### src/rtl/mpe_pkg.sv
// Shared defaults and FSM encoding for the SRAM streaming read path.
package mpe_pkg;

  localparam int unsigned DEF_DATA_W = 512;
  localparam int unsigned DEF_ADDR_W = 16;
  localparam int unsigned DEF_LEN_W  = 8;
  localparam int unsigned FIFO_CNT_W = 2;

  typedef enum logic [1:0] {
    IDLE  = 2'd0,
    RUN   = 2'd1,
    DRAIN = 2'd2
  } state_e;

endpackage

### src/rtl/stream_fifo2.sv
// Two-entry valid/ready FIFO; the head register drives the consumer directly.
module stream_fifo2
  import mpe_pkg::*;
#(
  parameter int unsigned DATA_W = DEF_DATA_W
) (
  input  logic                  clk,
  input  logic                  rst,
  input  logic                  in_valid,
  output logic                  in_ready,
  input  logic [DATA_W-1:0]     in_data,
  output logic                  out_valid,
  input  logic                  out_ready,
  output logic [DATA_W-1:0]     out_data,
  output logic [FIFO_CNT_W-1:0] count
);

  logic [DATA_W-1:0]     mem_q [2];
  logic                  wr_ptr_q;
  logic                  rd_ptr_q;
  logic [FIFO_CNT_W-1:0] count_q;
  logic                  push;
  logic                  pop;

  // A full FIFO still accepts when the head leaves in the same cycle.
  assign in_ready  = (count_q != FIFO_CNT_W'(2)) || out_ready;
  assign out_valid = (count_q != '0);
  assign out_data  = mem_q[rd_ptr_q];
  assign count     = count_q;
  assign push      = in_valid && in_ready;
  assign pop       = out_valid && out_ready;

  always_ff @(posedge clk) begin
    if (rst) begin
      mem_q[0] <= '0;
      mem_q[1] <= '0;
      wr_ptr_q <= 1'b0;
      rd_ptr_q <= 1'b0;
      count_q  <= '0;
    end else begin
      if (push) begin
        mem_q[wr_ptr_q] <= in_data;
        wr_ptr_q        <= ~wr_ptr_q;
      end
      if (pop) begin
        rd_ptr_q <= ~rd_ptr_q;
      end
      if (push && !pop) begin
        count_q <= count_q + FIFO_CNT_W'(1);
      end else if (pop && !push) begin
        count_q <= count_q - FIFO_CNT_W'(1);
      end
    end
  end

endmodule

### src/rtl/sram_stream_rd.sv
// Streams cmd_len consecutive SRAM lines to a valid/ready consumer,
// keeping at most two lines queued or in flight.
module sram_stream_rd
  import mpe_pkg::*;
#(
  parameter int unsigned DATA_W = DEF_DATA_W,
  parameter int unsigned ADDR_W = DEF_ADDR_W,
  parameter int unsigned LEN_W  = DEF_LEN_W
) (
  input  logic              clk,
  input  logic              rst,
  input  logic              cmd_valid,
  output logic              cmd_ready,
  input  logic [ADDR_W-1:0] cmd_addr,
  input  logic [LEN_W-1:0]  cmd_len,
  output logic              sram_ren,
  output logic [ADDR_W-1:0] sram_addr,
  input  logic [DATA_W-1:0] sram_rdata,
  output logic [DATA_W-1:0] out_data,
  output logic              out_valid,
  input  logic              out_ready,
  output logic              done
);

  localparam int unsigned OCC_W = FIFO_CNT_W + 1;

  state_e                state_q, state_d;
  logic [ADDR_W-1:0]     addr_q, addr_d;
  logic [LEN_W-1:0]      rd_left_q, rd_left_d;
  logic [LEN_W-1:0]      beat_left_q, beat_left_d;
  logic                  done_q, done_d;
  logic                  inflight_q;
  logic                  ren;
  logic                  pop;
  logic                  fifo_in_ready;
  logic [FIFO_CNT_W-1:0] fifo_count;
  logic [OCC_W-1:0]      occupancy;

  assign pop       = out_valid && out_ready;
  // Lines queued plus the one returning, after this cycle's departure.
  assign occupancy = OCC_W'(fifo_count) + OCC_W'(inflight_q) - OCC_W'(pop);

  assign cmd_ready = (state_q == IDLE) && !rst;
  assign sram_ren  = ren && !rst;
  assign sram_addr = addr_q;
  assign done      = done_q;

  always_comb begin
    state_d     = state_q;
    addr_d      = addr_q;
    rd_left_d   = rd_left_q;
    beat_left_d = beat_left_q;
    done_d      = 1'b0;
    ren         = 1'b0;
    if (pop) begin
      beat_left_d = beat_left_q - LEN_W'(1);
    end
    case (state_q)
      IDLE: begin
        if (cmd_valid) begin
          if (cmd_len == '0) begin
            done_d = 1'b1;
          end else begin
            state_d     = RUN;
            addr_d      = cmd_addr;
            rd_left_d   = cmd_len;
            beat_left_d = cmd_len;
          end
        end
      end
      RUN: begin
        if (occupancy < OCC_W'(2)) begin
          ren       = 1'b1;
          addr_d    = addr_q + ADDR_W'(1);
          rd_left_d = rd_left_q - LEN_W'(1);
          if (rd_left_q == LEN_W'(1)) begin
            state_d = DRAIN;
          end
        end
      end
      DRAIN: begin
        if (pop && (beat_left_q == LEN_W'(1))) begin
          state_d = IDLE;
          done_d  = 1'b1;
        end
      end
      default: state_d = IDLE;
    endcase
  end

  always_ff @(posedge clk) begin
    if (rst) begin
      state_q     <= IDLE;
      addr_q      <= '0;
      rd_left_q   <= '0;
      beat_left_q <= '0;
      done_q      <= 1'b0;
      inflight_q  <= 1'b0;
    end else begin
      state_q     <= state_d;
      addr_q      <= addr_d;
      rd_left_q   <= rd_left_d;
      beat_left_q <= beat_left_d;
      done_q      <= done_d;
      inflight_q  <= ren;
    end
  end

  // Clearing inflight_q on reset drops any read that returns afterwards.
  stream_fifo2 #(
    .DATA_W(DATA_W)
  ) u_fifo (
    .clk      (clk),
    .rst      (rst),
    .in_valid (inflight_q),
    .in_ready (fifo_in_ready),
    .in_data  (sram_rdata),
    .out_valid(out_valid),
    .out_ready(out_ready),
    .out_data (out_data),
    .count    (fifo_count)
  );

endmodule

### config.mk
export PLATFORM = sky130hd
export DESIGN_NAME = sram_stream_rd
export DESIGN_NICKNAME = d
export VERILOG_FILES = /design/src/rtl/mpe_pkg.sv /design/src/rtl/stream_fifo2.sv /design/src/rtl/sram_stream_rd.sv
export SDC_FILE = /design/constraint.sdc
export NUM_CORES = 1
export LEC_CHECK = 0
export CORE_AREA = 2 2 420 422
export CTS_CLUSTER_DIAMETER = 80
export DETAILED_ROUTE_END_ITERATION = 10
export DIE_AREA = 0 0 422 424
export REMOVE_ABC_BUFFERS = 1
export SYNTH_ARGS = -nofsm -noshare
export SYNTH_HDL_FRONTEND = slang
export SYNTH_HIERARCHICAL = 1
export SYNTH_SLANG_ARGS = --single-unit
### constraint.sdc
create_clock -name clk -period 31.3 [get_ports clk]
set_clock_uncertainty 0.05 [all_clocks]
set_input_delay 6.26 -clock clk [delete_from_list [all_inputs] [get_ports clk]]
set_output_delay 6.26 -clock clk [all_outputs]
set_load 0.005 [all_outputs]
# Yosys cells after proc, flatten, opt, wreduce, memory -nomap -nowiden
# Memories as Yosys holds them, arrays and structs flattened. A register that Yosys moved wholly into a read port is not among the register bits.
# Cells that the tools add are included.
# classes
addsub	7
n_lt_le_gt_ge	1
n_eq_ne	10
muxes	36
bitwise_logic	2
n_reduce_logical	19
# op_table
operator	n
512-bit 2-to-1 mux	1
512-bit OR reduction	1
8-bit 2-to-1 mux	7
16-bit 2-to-1 mux	3
16-bit case mux with 2 select lines	1
16-bit by 1-bit adder with 16-bit output, second input constant	1
8-bit by 1-bit equality test with 1-bit output, second input constant	2
8-bit case mux with 2 select lines	1
8-bit by 1-bit subtractor with 8-bit output, second input constant	2
1-bit 2-to-1 mux	14
2-bit 2-to-1 mux	7
2-bit inequality test, second input constant	6
8-bit logical NOT	1
1-bit logical AND	7
2-bit case mux with 3 select lines	1
2-bit nonzero test	3
5-bit AND reduction	1
4-bit AND reduction	1
2-bit by 1-bit adder with 3-bit output	1
1-bit logical NOT	3
3-bit by 2-bit less-than comparator with 1-bit output, second input constant	1
3-bit by 1-bit subtractor with 3-bit output	1
2-bit by 1-bit adder with 2-bit output, second input constant	1
2-bit by 1-bit equality test with 1-bit output, second input constant	1
other kinds (6)	7
# word_totals
register_bits	40
ram_bits	1024
elab_cells	85
n_memories	1
# memory_table
memory	words	word_bits	read_ports	rd_clocked_by_memory_dff	write_ports	line_no	source
u_fifo.mem_q	2	512	1	1	2	stream_fifo2.sv:18	logic [DATA_W-1:0] mem_q [2];

# Logic depth before layout (Yosys ltp)
# depth
word_depth	8
depth_mapped	11
ltp_nobuf	9

# Cells and area by module
# Netlist, hierarchy kept.
# modules_own_cells
module	instances	cells_per_inst	area_per_inst_um2	seq_area_each_um2
stream_fifo2	1	2759	44662.8	30849.6
sram_stream_rd	1	293	2313.5	720.7

# Least setup slack after synthesis
# Ideal clock, no wire load.
# synth_path
path_kind	input port to flip-flop
start	input port out_ready
end	memory u_fifo/mem_q[0][0] (netlist bit), enable pin
setup_time_ps	1496
t_arrival_ps	29837
setup_slack_ps	-83
cell_stages	3
n_path_buf	0
path_cell_list	or3b_4 > nand2_1 > o21bai_1
# synth_lines
item	line_no	source
start: declaration	sram_stream_rd.sv:21	input logic out_ready,
end: declaration	stream_fifo2.sv:18	

# Worst setup path after layout
# layout_path
start	input port out_ready
end	output port sram_ren
# layout_via
elab_chain_cells	6
# layout_lines
item	line_no	source
1-bit logical AND	sram_stream_rd.sv:39	assign pop = out_valid && out_ready;
3-bit by 1-bit subtractor with 3-bit output	sram_stream_rd.sv:41	assign occupancy = OCC_W'(fifo_count) + OCC_W'(inflight_q) - OCC_W'(pop);
3-bit by 2-bit less-than comparator with 1-bit output	sram_stream_rd.sv:72	if (occupancy < OCC_W'(2)) begin
1-bit 2-to-1 mux	sram_stream_rd.sv:72	
1-bit 2-to-1 mux	sram_stream_rd.sv:58	case (state_q)
1-bit logical AND	sram_stream_rd.sv:44	assign sram_ren = ren && !rst;
end: declaration	sram_stream_rd.sv:16	output logic sram_ren,
# Every way passes these cells.

==> results.cfg <==
[final_layout]
drive_gt1_frac = 0.171
syn_to_final_growth_pct = 34.1
finalInstanceArea_um2 = 63000
multi_input_area_um2 = 13800
fillCellCount = 17000
final_core_util = 0.360
seqCellArea_um2 = 31600
finalNetCount = 4630

[placed_design]
place_area_um2 = 59300
place_hpwl_mm = 91.9
routabilityCongestion = 0.821
portBuffers = 1071

[yosys]
avgSynthCellArea_um2 = 15.4
async_flop_share = 0
netlist_instances = 3052
ys_ff_latch = 1065
yosysWarnings = 6
synth-main-ff-cell = edfxtp_1
synth_edf_count = 1024
synth.area.top_cells = edfxtp_1 65%, and2_1 14%, mux2_2 12%
synth_top_area_frac = 0.655
synth_largest_area_cell = edfxtp_1
netlist_area_um2 = 47000
ys_seq_area_frac = 0.672
yosys.cell_types.count = 62

[run_status]
status = completed

[sta]
slew_viol_final = 0
setup_viol = 0
relSlewSlack = 0.186
hold_viol_final = 0
worst_pin_slew_ns = 1.22
grt_setup_unrepaired = no
post-route-period-util = 0.505
max_clock_freq_mhz = 63.3
layout_min_cycle_time_ns = 15.80
tns_ns = 0

[floorplan]
io_pins = 1072
dieHeight_um = 424
die_x_um = 422
dieArea_um2 = 179000
start_util = 0.269
rows = 154
core_um2 = 175000

[worst_setup_path]
worst_setup_path_start_kind = primary input
worstSetupPathType = primary input to output pin
cp_max_fo = 14
required_ns = 24.99
cp.arrival_ns = 9.49
cp-end-kind = output pin

[routing]
postRouteAntennaNets = 0
remaining_drc_errors = 0
drtIter0Drc = 1658
wire_per_inst_um = 21.1
vias = 28400
avgViaCountPerCell = 4.34
wirelength_mm = 138
first_pass_iters = 6

[global_route]
grt_max_degree = 200
grt_pass1_wl_mm = 196
grt_usage = 0.147
grt_pass1_vias = 28600
grt_overflow = 0
antenna_found_initial = 29

[clocking]
htreeDepth = 3
cts_resized = 0
numCtsBuffers = 118
cts_setup_buffers = 0
clk_pin_slew_ns = 0.06
hold_buffers = 0
cts-root-buf = clkbuf_16
cts_num_sinks = 1065
cts_tree = done
clk_latency_ns = 0.76
clockBufferDepth = 3

[power_and_ir_drop]
max-vdd-ir-drop_mv = 0.0464
power.density_nw_per_um2 = 67.5
power_leakage_uw = 0.0227
total_power_uw = 4250

[min_path]
min_path_type = register to register

[run]
maxCapViolCount = 0
-- flip-flops by register name, summed over array words and instances, names as in the netlist, named ones only --
signal           cells
u_fifo/mem_q      1024
sram_addr           16
beat_left_q          8
rd_left_q            8
state_q              2
u_fifo/count         2
done                 1
inflight_q           1
u_fifo/rd_ptr_q      1
u_fifo/wr_ptr_q      1
-- layout make-up --
cell class | instances | area share
diodes | 12 | 0.000477
clock buffers | 148 | 0.0493
clock inverters | 72 | 0.00804
inverters | 16 | 0.000953
multi-input cells | 1777 | 0.219
flip-flops and latches | 1065 | 0.501
well taps | 2340 | 0.0465
repair buffers | 1105 | 0.175
-- critical path, cell delays in order --
cell and delay, ns:
clkdlybuf4s50_1 0.60, nand2_1 0.15, nor2_1 0.21, o21ai_0 0.17, fa_1 0.41, xnor2_1 0.25, nand3_1 0.54, nor2_1 0.32
clkdlybuf4s50_1 0.57
-- metrics by stage --
step                      hold slack (ns)  cells  setup WS, ns
after floorplan                     0.399   2858       -0.0830
after global placement              0.409   6303         15.50
after detailed placement            0.414   6303         15.52
after CTS                           0.422   6523         15.50
after global routing                0.450   6530         15.21
final                               0.424   6535         15.50
-- where the power goes --
part / total (uW) / leakage (uW) / internal (uW) / switching (uW)
logic: 1160 / 0.0100 / 651 / 511
registers: 1780 / 0.0109 / 1720 / 56.3
clock network: 1310 / 0.00175 / 733 / 576
-- cell families (layout without fill, tap and decap cells) --
family,Yosys count,after routing,share of synthesized area
and+or+nand+nor,1146,1146,0.151
DFF,1065,1065,0.672
buffers and inverters,210,1341,0.0354
adders and majority gates,7,7,0.00202
AOI/OAI and AO/OA,101,101,0.0150
xor gates and xnor gates,9,9,0.00168
muxes,514,514,0.123
other,0,12,0
-- path summary, 6_finish.rpt --
check             startpoint                   end  slack [ns]  cells after the start
max                out_ready              sram_ren       15.50                      9
min             rd_left_q[6]          rd_left_q[6]        0.42                      2
max reg2reg  u_fifo/count[1]  u_fifo/mem_q[0][470]       26.57                      7
min reg2reg     rd_left_q[6]          rd_left_q[6]        0.42                      2
-- synthesized netlist by cell type (5+ instances only) --
library cell and count:
clkbuf_1 30, inv_1 16, buf_6 107, nor3_1 8
nand3_1 13, buf_2 54, nand2_1 25, edfxtp_1 1024
a221oi_1 9, mux2_2 513, and2_1 1025, ha_1 6
dfxtp_1 41, and4_1 5, xnor2_1 6, nor4_1 8
nand4_1 9, o21ai_0 19, a21oi_1 20, o22ai_1 12
nor2_1 23
-- metal layers --
| metal | global-route usage | vias up | routed length (um) |
|---|---|---|---|
| li1 | - | 13100 | - |
| met1 | 0.170 | 14200 | 53700 |
| met2 | 0.258 | 878 | 70300 |
| met3 | 0.0454 | 202 | 9770 |
| met4 | 0.0492 | 22 | 3720 |
| met5 | 0 | - | 149 |
-- placed cells by master (no fill, tap or decap), types with 3 or more instances in the layout --
cell type | Yosys | layout
and4_1 | 5 | 5
diode_2 | 0 | 12
ha_1 | 6 | 6
a32o_1 | 3 | 3
buf_12 | 0 | 3
or4_1 | 3 | 3
o31ai_1 | 3 | 3
mux2_2 | 513 | 513
nand2b_1 | 4 | 4
clkdlybuf4s50_1 | 0 | 1071
nor2b_1 | 4 | 3
nand2_1 | 25 | 25
inv_1 | 16 | 16
and2_1 | 1025 | 1025
xor2_1 | 3 | 3
dfxtp_1 | 41 | 40
clkbuf_16 | 0 | 120
o32ai_1 | 4 | 4
bufinv_16 | 0 | 4
buf_4 | 1 | 31
nand3_1 | 13 | 13
xnor2_1 | 6 | 6
o22ai_1 | 12 | 12
edfxtp_1 | 1024 | 1024
clkinv_2 | 0 | 17
nor3_1 | 8 | 8
a22oi_1 | 3 | 3
nor4_1 | 8 | 8
nor3b_1 | 3 | 3
clkbuf_1 | 30 | 28
nand4_1 | 9 | 9
a21oi_1 | 20 | 20
nor2_1 | 23 | 23
clkinv_1 | 0 | 39
clkinv_8 | 0 | 4
clkinvlp_4 | 0 | 3
a31oi_1 | 4 | 4
a221oi_1 | 9 | 9
o21ai_0 | 19 | 19
No activity file was read; power rests on OpenSTA's default activity.
